===== src/rtl/tile_router_v1_00_a_output_arbiter.sv =====
// ---------------------------------------------------------------------------
// tile_router_v1_00_a_output_arbiter
//
// Packet-locked (wormhole) round-robin arbiter for one tile router output
// port. Up to C_NUM_CLIENTS input ports compete for the port. Once a client
// is granted, the grant is held until that client's LAST flit has been
// transferred. Accepted flits pass through a one-entry registered buffer.
//
// Optional feature macro: TILE_ROUTER_ARB_WATCHDOG_EN
//   defined   : a stalled lock (granted client holding valid low) is released
//               after C_WDOG_CYCLES idle LOCKED cycles, pulsing wdog_err.
//   undefined : no watchdog; wdog_err tied low; the lock is held forever.
//
// Ports
//   clk              clock
//   rst              asynchronous active-low reset
//   clientX_valid    [N]     per-client flit valid
//   clientX_accept   [N]     per-client flit accept
//   clientX_payload  [N*W]   client i flit at [i*W +: W]; bit W-1 = LAST
//   output_valid             output flit valid
//   output_accept            downstream accept
//   output_payload   [W]     output flit
//   grant            [N]     one-hot current grant (status)
//   busy                     high while a packet lock is held
//   wdog_err                 one-cycle pulse on watchdog release
// ---------------------------------------------------------------------------
module tile_router_v1_00_a_output_arbiter #(
  parameter int C_NUM_CLIENTS  = 8,
  parameter int C_PACKET_WIDTH = 66,
  parameter int C_WDOG_CYCLES  = 64
) (
  input  logic                                    clk,
  input  logic                                    rst,
  input  logic [C_NUM_CLIENTS-1:0]                clientX_valid,
  output logic [C_NUM_CLIENTS-1:0]                clientX_accept,
  input  logic [C_NUM_CLIENTS*C_PACKET_WIDTH-1:0] clientX_payload,
  output logic                                    output_valid,
  input  logic                                    output_accept,
  output logic [C_PACKET_WIDTH-1:0]               output_payload,
  output logic [C_NUM_CLIENTS-1:0]                grant,
  output logic                                    busy,
  output logic                                    wdog_err
);

  localparam int PTR_W = (C_NUM_CLIENTS > 1) ? $clog2(C_NUM_CLIENTS) : 1;
  localparam int SUM_W = PTR_W + 1;
  localparam logic [SUM_W-1:0] N_SUM    = SUM_W'(C_NUM_CLIENTS);
  localparam logic [PTR_W-1:0] PTR_LAST = PTR_W'(C_NUM_CLIENTS - 1);
  localparam logic [PTR_W-1:0] PTR_ONE  = PTR_W'(1);

  typedef enum logic {
    ST_IDLE   = 1'b0,
    ST_LOCKED = 1'b1
  } state_t;

  state_t                    state_reg, state_next;
  logic [C_NUM_CLIENTS-1:0]  grant_reg, grant_next;
  logic [PTR_W-1:0]          g_idx_reg, g_idx_next;
  logic [PTR_W-1:0]          rr_ptr_reg, rr_ptr_next;
  logic                      out_valid_reg;
  logic [C_PACKET_WIDTH-1:0] out_payload_reg;

  logic                      load_ok;
  logic                      sel_valid;
  logic [C_PACKET_WIDTH-1:0] sel_payload;
  logic                      xfer;
  logic                      wdog_fire;
  logic [PTR_W-1:0]          ptr_after_g;

  logic                      req_found;
  logic [PTR_W-1:0]          pick_idx;
  logic [SUM_W-1:0]          cand_sum;

  logic [C_PACKET_WIDTH-1:0] payload_arr [C_NUM_CLIENTS];

  // The buffer can take a new flit when empty or when it drains this cycle.
  assign load_ok = !out_valid_reg || output_accept;

  genvar gi;
  generate
    for (gi = 0; gi < C_NUM_CLIENTS; gi++) begin : g_client
      assign payload_arr[gi]    = clientX_payload[gi*C_PACKET_WIDTH +: C_PACKET_WIDTH];
      assign clientX_accept[gi] = (state_reg == ST_LOCKED) &&
                                  (g_idx_reg == PTR_W'(gi)) && load_ok;
    end
  endgenerate

  assign sel_valid   = clientX_valid[g_idx_reg];
  assign sel_payload = payload_arr[g_idx_reg];
  assign xfer        = (state_reg == ST_LOCKED) && sel_valid && load_ok;
  assign ptr_after_g = (g_idx_reg == PTR_LAST) ? '0 : (g_idx_reg + PTR_ONE);

  // Round-robin search starting at rr_ptr. The index is formed one bit wider
  // and wrapped by explicit compare so non-power-of-2 client counts work.
  always_comb begin
    req_found = 1'b0;
    pick_idx  = '0;
    cand_sum  = '0;
    for (int k = 0; k < C_NUM_CLIENTS; k++) begin
      cand_sum = {1'b0, rr_ptr_reg} + SUM_W'(k);
      if (cand_sum >= N_SUM) begin
        cand_sum = cand_sum - N_SUM;
      end
      if (!req_found && clientX_valid[cand_sum[PTR_W-1:0]]) begin
        req_found = 1'b1;
        pick_idx  = cand_sum[PTR_W-1:0];
      end
    end
  end

  always_comb begin
    state_next  = state_reg;
    grant_next  = grant_reg;
    g_idx_next  = g_idx_reg;
    rr_ptr_next = rr_ptr_reg;
    case (state_reg)
      ST_IDLE: begin
        if (req_found) begin
          state_next = ST_LOCKED;
          grant_next = {{(C_NUM_CLIENTS-1){1'b0}}, 1'b1} << pick_idx;
          g_idx_next = pick_idx;
        end else begin
          grant_next = '0;
        end
      end
      ST_LOCKED: begin
        // Release on the LAST flit, or when the watchdog gives up on a
        // stalled client; either way the next search starts after g.
        if ((xfer && sel_payload[C_PACKET_WIDTH-1]) || wdog_fire) begin
          state_next  = ST_IDLE;
          grant_next  = '0;
          rr_ptr_next = ptr_after_g;
        end
      end
      default: begin
        state_next = ST_IDLE;
        grant_next = '0;
      end
    endcase
  end

  always_ff @(posedge clk or negedge rst) begin
    if (!rst) begin
      state_reg  <= ST_IDLE;
      grant_reg  <= '0;
      g_idx_reg  <= '0;
      rr_ptr_reg <= '0;
    end else begin
      state_reg  <= state_next;
      grant_reg  <= grant_next;
      g_idx_reg  <= g_idx_next;
      rr_ptr_reg <= rr_ptr_next;
    end
  end

  // One-entry output buffer. A load in the same cycle the downstream takes
  // the current flit simply overwrites it, so streaming has no bubbles.
  always_ff @(posedge clk or negedge rst) begin
    if (!rst) begin
      out_valid_reg   <= 1'b0;
      out_payload_reg <= '0;
    end else if (xfer) begin
      out_valid_reg   <= 1'b1;
      out_payload_reg <= sel_payload;
    end else if (output_accept) begin
      out_valid_reg   <= 1'b0;
    end
  end

`ifdef TILE_ROUTER_ARB_WATCHDOG_EN
  localparam int WCNT_W = $clog2(C_WDOG_CYCLES + 1);

  logic [WCNT_W-1:0] wdog_cnt_reg, wdog_cnt_next;
  logic              wdog_stall;
  logic              wdog_err_reg;

  // Counts consecutive LOCKED cycles in which the granted client has no
  // valid flit. Cleared while idle (so each new lock starts from zero) and
  // on every granted transfer.
  always_comb begin
    wdog_stall    = (state_reg == ST_LOCKED) && !sel_valid;
    wdog_fire     = wdog_stall && (wdog_cnt_reg == WCNT_W'(C_WDOG_CYCLES - 1));
    wdog_cnt_next = wdog_cnt_reg;
    if ((state_reg != ST_LOCKED) || xfer || wdog_fire) begin
      wdog_cnt_next = '0;
    end else if (wdog_stall) begin
      wdog_cnt_next = wdog_cnt_reg + WCNT_W'(1);
    end
  end

  always_ff @(posedge clk or negedge rst) begin
    if (!rst) begin
      wdog_cnt_reg <= '0;
      wdog_err_reg <= 1'b0;
    end else begin
      wdog_cnt_reg <= wdog_cnt_next;
      wdog_err_reg <= wdog_fire;
    end
  end

  assign wdog_err = wdog_err_reg;
`else
  localparam int unused_wdog_cycles = C_WDOG_CYCLES;

  assign wdog_fire = 1'b0;
  assign wdog_err  = 1'b0;
`endif

  assign output_valid   = out_valid_reg;
  assign output_payload = out_payload_reg;
  assign grant          = grant_reg;
  assign busy           = (state_reg == ST_LOCKED);

endmodule

===== config.mk =====
export PLATFORM = sky130hd
export DESIGN_NAME = tile_router_v1_00_a_output_arbiter
export DESIGN_NICKNAME = d
export VERILOG_FILES = /design/src/rtl/tile_router_v1_00_a_output_arbiter.sv
export SDC_FILE = /design/constraint.sdc
export NUM_CORES = 1
export LEC_CHECK = 0
export ABC_CLOCK_PERIOD_IN_PS = 4800
export BUFFER_PORTS_ARGS = -buffer_cell sky130_fd_sc_hd__buf_2
export CAP_MARGIN = 30
export CORE_AREA = 2 2 240 242
export DETAILED_ROUTE_END_ITERATION = 10
export DIE_AREA = 0 0 242 244
export PLACE_DENSITY = 0.4
export SYNTH_ARGS = -nofsm -noshare
export SYNTH_HDL_FRONTEND = slang
export SYNTH_SLANG_ARGS = --single-unit

===== constraint.sdc =====
create_clock -name clk -period 4.8 [get_ports clk]
set_clock_uncertainty 0.05 [all_clocks]
set_input_delay 0.72 -clock clk [delete_from_list [all_inputs] [get_ports clk]]
set_output_delay 0.72 -clock clk [all_outputs]
set_load 0.02 [all_outputs]

==> impl_metrics.yaml <==
worst_setup_path:
  cp_data_required_time_ns: 5.01
  path_max_fanout: 9
  cp_slowest_stage_delay_ns: 0.62
  start_kind: "flop"
  cp_slowest_cell: "ha_1"
  crit_type: "flop to flop"
  rr_worst_depth: 9
  path_common_cell: "a32o_1"
  r2r_start: "rr_ptr_reg[0]"
  cp-end-kind: "flop"
  r2r_slack_ns: 1.35
  path_cells: "clkinv_1, ha_1, mux2_4, a221o_1, o32ai_4, and3_4, nand2_1, a32o_1, a32o_1"
  reg2reg_to: "grant[2]"
  cp.arrival_ns: 3.66
placement:
  place_area_um2: 11900
  portBuffers: 622
  dp_slack_ns: 1.34
  place.gp.congestion: 0.936
  hpwl_um: 35900
route:
  routed_via_density: 4.17
  wl_um: 42100
  ant_nets: 0
  dr.pass1.iters: 4
  drcViolationCount: 0
  drt_iter0_markers: 418
  vias: 8287
  wl_per_cell_um: 21.2
min_path:
  hold_class: "input port to async pin"
power:
  pwr-share-comb_pct: 71.6
  p_per_area_nw_per_um2: 607
  p_leak_nw: 5.71
  clkPwrFrac_pct: 9.8
  power.internal_mw: 3.84
  ir_worst_vdd_mv: 0.377
  switching_share_pct: 48.0
  switching_power_mw: 3.55
  seqPwrFrac_pct: 18.5
clocking:
  h-tree-depth: 3
  ctsHoldBuffers: 0
  cts_buffers: 9
  clock_sinks: 82
  postCtsSetupBuffers: 0
  clock_latency_ns: 0.37
  cts_buffer_depth: 2
  post_cts_resized: 0
  root_buffer: "clkbuf_16"
  clk_pin_slew_ns: 0.07
  cts_tree: "built"
timing:
  setup_tns_ns: 0
  finalSetupViolations: 0
  relSlewSlack_pct: 41.1
  worst_pin_slew_ns: 0.883
  fin_crit_sh_pct: 71.9
  timing.hold.ws_ns: 0.293
  hold_violations: 0
  fin_crit_ns: 3.45
  maxSlewViolCount: 0
  clock.fmax_ghz: 0.290
  fin_ws_ns: 1.35
  rsz0062_at_grt: "false"
cells_and_area:
  seq_area_um2: 2060
  final_cell_area_um2: 12200
  nNetsFinal: 1769
  layout_commonest_cell: "buf_2"
  drive_gt1_share_pct: 66.1
  largest_reg_flops: 66
  multiInputGateArea_um2: 5610
  syn_to_final_growth_pct: 53.1
  nFillCells: 6247
  mostFrequentLayoutCells: "buf_2 (621), mux4_2 (145), dfrtp_1 (80), nand2_1 (79), mux2i_1 (74)"
run_status:
  outcome: "finished, final reports clean"
synth:
  synth-main-ff-cell: "dfrtp_1"
  synth_top_area_share_pct: 41.1
  synth_edf_count: 0
  synth_cells: 640
  yosys.cell_types.count: 59
  yosysSeqAreaShare_pct: 25.8
  synthMuxAreaShare_pct: 52.1
  syn_avg_cell_area_um2: 12.4
  synthTopCellsByArea: "mux4_2 (41%), dfrtp_1 (26%), mux2i_1 (9.3%)"
  synth-simple-area-share_pct: 7.59
  synth_area_um2: 7940
  synth_xor_xnor_area_share_pct: 0.441
  yosysWarnings: 0
  synth-adder-area-share_pct: 1.26
  synth_compound_area_share_pct: 9.06
  syn-num-nets: 1187
  ys_async_sr_fraction_pct: 100
  yosys.area.top_type: "mux4_2"
  ys_seq_elements: 82
  synth_top_family_by_area: "multiplexers"
die:
  io_pins: 624
  start_util_pct: 14.1
  core_um2: 56200
  dieArea_um2: 59000
  dieWidth_um: 242
  num_rows: 87
  die_y_um: 244
global_routing:
  antenna_found_initial: 10
  grt_overflow: 0
  grt_pass1_wl_um: 59600
  grt_max_degree: 76
  grt_pass1_vias: 8793
  grt_use_total_pct: 13.8
flow_run:
  cap_violations: 0
synth_stat cells, types with 2 or more instances:
master	number
and2_1	5
nand3_1	3
mux2i_1	74
and3_1	8
o31ai_1	6
xnor2_1	2
buf_6	2
ha_1	8
a31oi_1	3
nand2_1	79
nor2b_1	3
nor2_1	18
a221o_1	3
buf_1	16
mux2_4	4
buf_2	7
or3b_1	2
mux2_2	4
dfrtp_1	82
a22oi_1	2
nor3_1	5
a32o_1	6
nor3b_1	2
xor2_1	2
buf_4	3
mux4_2	145
inv_1	6
o21ai_1	3
o21ai_0	69
nand2b_1	3
clkbuf_1	33
a21oi_1	5
worst max-delay path: cells and delay by family (launching register included):
| kind | cells | cell delay [ns] |
|---|---|---|
| buffers and inverters | 1 | 0.24 |
| AO/OA/AOI/OAI | 4 | 1.35 |
| AND/OR/NAND/NOR | 2 | 0.36 |
| flip-flops | 1 | 0.36 |
| multiplexers | 1 | 0.36 |
| adder cells (fa/ha/maj) | 1 | 0.62 |
metal layers:
metal / vias to the layer above / GRT usage, % / wire [µm]
li1: 3743 / - / -
met1: 4076 / 16.4 / 16500
met2: 405 / 23.3 / 20900
met3: 55 / 4.47 / 3350
met4: 8 / 5.30 / 1280
met5: - / 0 / 48
worst max path at each step:
stage	startpoint	to	slack, ns	cells after the start
CTS	rr_ptr_reg[0]	grant[3]	1.31	9
detailed placement	rr_ptr_reg[0]	grant[3]	1.34	9
global placement	rr_ptr_reg[0]	grant[0]	1.35	9
global route	rr_ptr_reg[0]	grant[2]	1.10	8
finish	rr_ptr_reg[0]	grant[2]	1.35	9
floorplan	rr_ptr_reg[1]	grant[0]	1.46	12
kinds of logic (layout without fill, tap and decap cells):
kind of cell               count (synthesis)  count (layout)
DFF                                       82              82
other                                      1               5
muxes                                    229             229
adders and majority gates                  8               8
xor gates and xnor gates                   4               4
buffers and inverters                     69             656
and+or+nand+nor                          134             134
AOI/OAI and AO/OA                        113             113
cell type report:
cell class	instances	share of cell area (%)
Sequential cell	82	16.9
Timing Repair Buffer	632	26.4
Tap cell	756	7.78
Multi-Input combinational cell	489	46.1
Clock buffer	12	1.94
Inverter	8	0.267
Clock inverter	4	0.432
Antenna cell	4	0.0823
metrics by stage:
stage	util, %	instances	power (mW)
6_report	21.7	1987	7.39
5_1_grt	21.6	1985	8.05
4_1_cts	21.6	1983	7.58
3_5_place_dp	21.1	1967	6.81
3_3_place_gp	21.1	1967	6.79
2_1_floorplan	-	640	5.12
power groups by stage:
| stage | Combinational (mW) | Sequential (mW) | Clock (mW) |
|---|---|---|---|
| 4_1_cts | 5.42 | 1.39 | 0.777 |
| 3_3_place_gp | 5.41 | 1.38 | 0 |
| 5_1_grt | 5.81 | 1.44 | 0.794 |
| 3_5_place_dp | 5.41 | 1.40 | 0 |
| 2_1_floorplan | 3.55 | 1.58 | 0 |
| 6_report | 5.29 | 1.37 | 0.727 |
Note: power is estimated with default switching activity, not from simulation.
